[src/rtl/fifo_wr_arb_if.sv]
// Requester streams plus FIFO write port shared by the write arbiter.
interface fifo_wr_arb_if #(
  parameter int unsigned NUM_REQ    = 4,
  parameter int unsigned DATA_WIDTH = 32,
  parameter int unsigned ID_WIDTH   = $clog2(NUM_REQ)
);
  logic [NUM_REQ-1:0]            req_valid;
  logic [NUM_REQ-1:0]            req_last;
  logic [NUM_REQ*DATA_WIDTH-1:0] req_data;
  logic [NUM_REQ-1:0]            req_ready;
  logic                          fifo_wr_en;
  logic [DATA_WIDTH-1:0]         fifo_wr_data;
  logic [ID_WIDTH-1:0]           fifo_wr_id;
  logic                          fifo_full;
  logic                          busy;

  // Producer/FIFO side: drives requests and the full flag.
  modport master (
    output req_valid, req_last, req_data, fifo_full,
    input  req_ready, fifo_wr_en, fifo_wr_data, fifo_wr_id, busy
  );

  // Arbiter side.
  modport slave (
    input  req_valid, req_last, req_data, fifo_full,
    output req_ready, fifo_wr_en, fifo_wr_data, fifo_wr_id, busy
  );
endinterface

[src/rtl/fifo_wr_arb.sv]
// Round-robin burst arbiter sharing one FIFO write port among NUM_REQ producers.
module fifo_wr_arb #(
  parameter int unsigned NUM_REQ    = 4,
  parameter int unsigned DATA_WIDTH = 32,
  parameter int unsigned MAX_BURST  = 4,
  parameter int unsigned ID_WIDTH   = $clog2(NUM_REQ)
) (
  input logic          clk,
  input logic          reset,
  fifo_wr_arb_if.slave bus
);
  localparam int unsigned CNT_WIDTH = $clog2(MAX_BURST + 1);

  typedef enum logic {IDLE, GRANT} state_e;

  state_e               state_q, state_d;
  logic [ID_WIDTH-1:0]  owner_q, owner_d;
  logic [ID_WIDTH-1:0]  last_winner_q, last_winner_d;
  logic [CNT_WIDTH-1:0] beat_cnt_q, beat_cnt_d;

  logic                  pick_found;
  logic [ID_WIDTH-1:0]   pick_idx;
  logic                  owner_valid;
  logic                  owner_last;
  logic [DATA_WIDTH-1:0] owner_data;
  logic                  beat;

  // Round-robin search starting just after the previous winner.
  always_comb begin
    pick_found = 1'b0;
    pick_idx   = '0;
    for (int unsigned i = 1; i <= NUM_REQ; i++) begin
      if (!pick_found &&
          bus.req_valid[ID_WIDTH'((32'(last_winner_q) + i) % NUM_REQ)]) begin
        pick_found = 1'b1;
        pick_idx   = ID_WIDTH'((32'(last_winner_q) + i) % NUM_REQ);
      end
    end
  end

  // Select the owner's stream signals.
  always_comb begin
    owner_valid = bus.req_valid[owner_q];
    owner_last  = bus.req_last[owner_q];
    owner_data  = '0;
    for (int unsigned i = 0; i < NUM_REQ; i++) begin
      if (owner_q == ID_WIDTH'(i)) begin
        owner_data = bus.req_data[i*DATA_WIDTH +: DATA_WIDTH];
      end
    end
  end

  // Next-state and write-port outputs; a full FIFO stalls but never releases.
  always_comb begin
    state_d          = state_q;
    owner_d          = owner_q;
    last_winner_d    = last_winner_q;
    beat_cnt_d       = beat_cnt_q;
    beat             = 1'b0;
    bus.req_ready    = '0;
    bus.fifo_wr_en   = 1'b0;
    bus.fifo_wr_data = '0;
    bus.fifo_wr_id   = '0;
    bus.busy         = 1'b0;
    case (state_q)
      IDLE: begin
        if (pick_found) begin
          owner_d    = pick_idx;
          beat_cnt_d = '0;
          state_d    = GRANT;
        end
      end
      GRANT: begin
        bus.busy               = 1'b1;
        bus.req_ready[owner_q] = !bus.fifo_full;
        beat                   = owner_valid && !bus.fifo_full;
        if (beat) begin
          bus.fifo_wr_en   = 1'b1;
          bus.fifo_wr_data = owner_data;
          bus.fifo_wr_id   = owner_q;
          beat_cnt_d       = beat_cnt_q + CNT_WIDTH'(1);
          if (owner_last || (beat_cnt_q == CNT_WIDTH'(MAX_BURST - 1))) begin
            state_d       = IDLE;
            last_winner_d = owner_q;
          end
        end else if (!owner_valid) begin
          state_d       = IDLE;
          last_winner_d = owner_q;
        end
      end
      default: state_d = IDLE;
    endcase
  end

  // State registers; reset gives requester 0 first priority.
  always_ff @(posedge clk) begin
    if (reset) begin
      state_q       <= IDLE;
      owner_q       <= '0;
      last_winner_q <= ID_WIDTH'(NUM_REQ - 1);
      beat_cnt_q    <= '0;
    end else begin
      state_q       <= state_d;
      owner_q       <= owner_d;
      last_winner_q <= last_winner_d;
      beat_cnt_q    <= beat_cnt_d;
    end
  end
endmodule

[src/flat_wrapper.sv]
// flat-port wrapper written by rule: the top's interface ports become plain ports
module fifo_wr_arb_flat 
#(
  parameter int unsigned NUM_REQ    = 4,
  parameter int unsigned DATA_WIDTH = 32,
  parameter int unsigned MAX_BURST  = 4,
  parameter int unsigned ID_WIDTH   = $clog2(NUM_REQ)
)
  (clk, reset, bus_req_valid, bus_req_last, bus_req_data, bus_fifo_full, bus_req_ready, bus_fifo_wr_en, bus_fifo_wr_data, bus_fifo_wr_id, bus_busy);
  fifo_wr_arb_if #(.NUM_REQ(NUM_REQ), .DATA_WIDTH(DATA_WIDTH), .ID_WIDTH(ID_WIDTH)) bus_i ();
  input logic clk;
  input logic reset;
  input wire logic [$bits(bus_i.req_valid)-1:0] bus_req_valid;
  input wire logic [$bits(bus_i.req_last)-1:0] bus_req_last;
  input wire logic [$bits(bus_i.req_data)-1:0] bus_req_data;
  input wire logic [$bits(bus_i.fifo_full)-1:0] bus_fifo_full;
  output wire logic [$bits(bus_i.req_ready)-1:0] bus_req_ready;
  output wire logic [$bits(bus_i.fifo_wr_en)-1:0] bus_fifo_wr_en;
  output wire logic [$bits(bus_i.fifo_wr_data)-1:0] bus_fifo_wr_data;
  output wire logic [$bits(bus_i.fifo_wr_id)-1:0] bus_fifo_wr_id;
  output wire logic [$bits(bus_i.busy)-1:0] bus_busy;
  assign bus_i.req_valid = bus_req_valid;
  assign bus_i.req_last = bus_req_last;
  assign bus_i.req_data = bus_req_data;
  assign bus_i.fifo_full = bus_fifo_full;
  assign bus_req_ready = bus_i.req_ready;
  assign bus_fifo_wr_en = bus_i.fifo_wr_en;
  assign bus_fifo_wr_data = bus_i.fifo_wr_data;
  assign bus_fifo_wr_id = bus_i.fifo_wr_id;
  assign bus_busy = bus_i.busy;
  fifo_wr_arb #(.NUM_REQ(NUM_REQ), .DATA_WIDTH(DATA_WIDTH), .MAX_BURST(MAX_BURST), .ID_WIDTH(ID_WIDTH)) u_core (.clk(clk), .reset(reset), .bus(bus_i));
endmodule
[config.mk]
export PLATFORM = sky130hd
export DESIGN_NAME = fifo_wr_arb_flat
export DESIGN_NICKNAME = d
export VERILOG_FILES = /design/src/rtl/fifo_wr_arb_if.sv /design/src/rtl/fifo_wr_arb.sv /design/src/flat_wrapper.sv
export SDC_FILE = /design/constraint.sdc
export NUM_CORES = 1
export LEC_CHECK = 0
export CELL_PAD_IN_SITES_DETAIL_PLACEMENT = 1
export CELL_PAD_IN_SITES_GLOBAL_PLACEMENT = 1
export CORE_AREA = 2 2 96 98
export DETAILED_ROUTE_END_ITERATION = 8
export DIE_AREA = 0 0 98 100
export PLACE_DENSITY = 0.91
export SLEW_MARGIN = 20
export SYNTH_ARGS = -nofsm -noshare
export SYNTH_HDL_FRONTEND = slang
export SYNTH_SLANG_ARGS = --single-unit
[constraint.sdc]
create_clock -name clk -period 2.5 [get_ports clk]
set_input_delay 0.75 -clock clk [delete_from_list [all_inputs] [get_ports clk]]
set_output_delay 0.75 -clock clk [all_outputs]
set_load 0.02 [all_outputs]
==> flow_metrics.tcl <==
set metrics [dict create \
    netlist_instances 146 \
    viasPerCell 4.75 \
    multi_input_area_sq_um 1450 \
    synth_top_family_by_area "multiplexers" \
    slew_headroom 0.763 \
    cts_buffer_depth 2 \
    dpl.hpwl_um 6590 \
    layout_commonest_cell "clkdlybuf4s50_1" \
    synth-seq-cells 8 \
    drive_gt1_frac 0.456 \
    fp.coreArea_sq_um 8890 \
    synthAdderAreaFrac 0.0164 \
    grt_antenna_before_repair 0 \
    synthXorXnorAreaFrac 0 \
    swShare 0.320 \
    cts_made_buffers 3 \
    die_y_um 100 \
    die_w_um 98 \
    fin_area_sq_um 4130 \
    seqPwrFrac 0.122 \
    min-delay-path-class "flip-flop to flip-flop" \
    start_util 0.172 \
    drtIter0Drc 33 \
    grt_overflow 0 \
    tightest_slew_ps 354 \
    clock_power_share 0.127 \
    violations "negative setup slack" \
    clk_root_buffer_cell "clkbuf_8" \
    synthMuxAreaShare 0.520 \
    critical_path.endpoint_type "output port" \
    path_max_fanout 5 \
    grt_pass1_vias 2493 \
    htree_levels 1 \
    setup_viol 35 \
    numClockSinks 8 \
    place_area_sq_um 3560 \
    hold_viol_final 0 \
    status "finished, violations left" \
    port-buffer-count 178 \
    synth-compound-area-share 0.0582 \
    num_io_pins 179 \
    vdd_drop_max_mv 0.199 \
    final-max-slew-violation-count 0 \
    crit_required_ps 1750 \
    fin_skew_ps 4.14 \
    routedWlPerCell_um 20.2 \
    synth.avg_cell_area_sq_um 10.5 \
    fill_cells 935 \
    p_switching_uw 406 \
    startpoint_type "primary input" \
    async_flop_share 0 \
    criticalPathCategory "primary input to output port" \
    wl_um 9180 \
    period_minus_slack_ps 2800 \
    drc 0 \
    combPwrFrac 0.752 \
    syn_to_final_growth_pct 171 \
    synth_cell_types 33 \
    diodes 0 \
    leakage_nw 1.66 \
    final_nets 487 \
    register_area_sq_um 163 \
    die_area_sq_um 9800 \
    grt_pass1_wl_um 14000 \
    grt_max_degree 26 \
    synth_nets 287 \
    layout_common_cells "clkdlybuf4s50_1 (120), buf_6 (41), mux4_2 (33), and3_4 (31), buf_4 (17)" \
    yosysWarnings 0 \
    synth_area_sq_um 1530 \
    grt_util_all_layers 0.185 \
    ys_seq_area_frac 0.105 \
    cp.arrival_ps 2050 \
    yosys_most_used_dff "dfxtp_1" \
    max_cap_viol_count 0 \
    dr.pass1.iters 4 \
    tritoncts "yes" \
    vias 2163 \
    synth_edf_count 0 \
    rows 35 \
    fin_crit_sh 1.12 \
    p_int_uw 862 \
    fmax_mhz 358 \
    rsz0062_at_grt "yes" \
    clk_latency_ps 240 \
    p_per_area_nw_per_um2 307 \
    pre_cts_slack_ps -839 \
    finalWorstSetupSlack_ps -297 \
    path_clk_slew_ps 40 \
    gp_congestion 0.818 \
    ant_nets 0 \
    yosys.area_share.simple 0.231 \
]
final cells by class:
class / count / area share
Timing Repair Buffer: 212 / 0.561
Multi-Input combinational cell: 116 / 0.350
Sequential cell: 8 / 0.0394
Tap cell: 111 / 0.0336
Clock buffer: 3 / 0.00999
Inverter: 5 / 0.00636
final timing paths:
check | cells after the start | to | slack [ps] | startpoint
worst max-delay path | 7 | bus_fifo_wr_data[11] | -300 | bus_req_valid[3]
worst min-delay path | 2 | u_core.beat_cnt_q[2] | 480 | u_core.beat_cnt_q[2]
worst max register to register | 10 | u_core.beat_cnt_q[1] | 380 | u_core.owner_q[0]
worst min register to register | 2 | u_core.beat_cnt_q[2] | 480 | u_core.beat_cnt_q[2]
flip-flops by register name (all words and copies together), names as in the netlist:
| register | flops |
|---|---|
| u_core.last_winner_q | 2 |
| u_core.state_q | 1 |
| u_core.beat_cnt_q | 3 |
| u_core.owner_q | 2 |
per-stage QoR:
step            util  cells  total power [mW]  setup TNS, ps  hold WS (ps)
2_1_floorplan      -    146             0.489          -89.3           448
5_1_grt        0.465    455              1.34         -10120           498
6_report       0.465    455              1.27          -8560           479
3_3_place_gp   0.401    434             0.857         -30140           452
4_1_cts        0.456    454              1.27          -9140           476
3_5_place_dp   0.401    434             0.882         -31190           470
metal layers:
layer,vias to the layer above,track usage,wire [um]
met1,1062,0.202,3410
met4,0,0.0513,194
li1,995,-,-
met3,13,0.0251,435
met5,-,0,0
met2,93,0.372,5140
power by group through the flow:
stage | Clock (mW) | Combinational, mW | Sequential (mW)
after floorplan | 0 | 0.337 | 0.152
after global placement | 0 | 0.702 | 0.155
after detailed placement | 0 | 0.726 | 0.156
after CTS | 0.165 | 0.954 | 0.154
after global routing | 0.174 | 1.01 | 0.156
final | 0.161 | 0.953 | 0.154
critical path, stage by stage:
cell,delay (ps)
buf_6,90
mux4_2,480
buf_6,150
buf_8,140
buf_16,140
and3_4,170
buf_6,120
kinds of logic after synthesis:
family	count (synthesis)
compound gates	13
fa+ha+maj	2
buf+inv	22
flops	8
mux	38
simple gates	63
cells in the mapped netlist (2+ instances only):
master	count	area, sq um
a21oi_1	4	20.0
a221oi_1	2	17.5
and3_1	34	213
buf_2	6	30.0
clkbuf_1	8	30.0
dfxtp_1	8	160
ha_1	2	25.0
inv_1	5	18.8
mux2i_1	4	40.0
mux4_2	33	743
nand2_1	3	11.3
nand2b_1	2	12.5
nand3_1	2	10.0
nor2_1	14	52.6
timing repair:
item,CTS,global route
setup buffers,10,2
setup endpoints to repair,39,38
resized for setup,294,27
cloned,7,0
hold buffers,0,0
pin swaps,6,5
hold endpoints to repair,0,0
(Power assumes the default switching activity.)
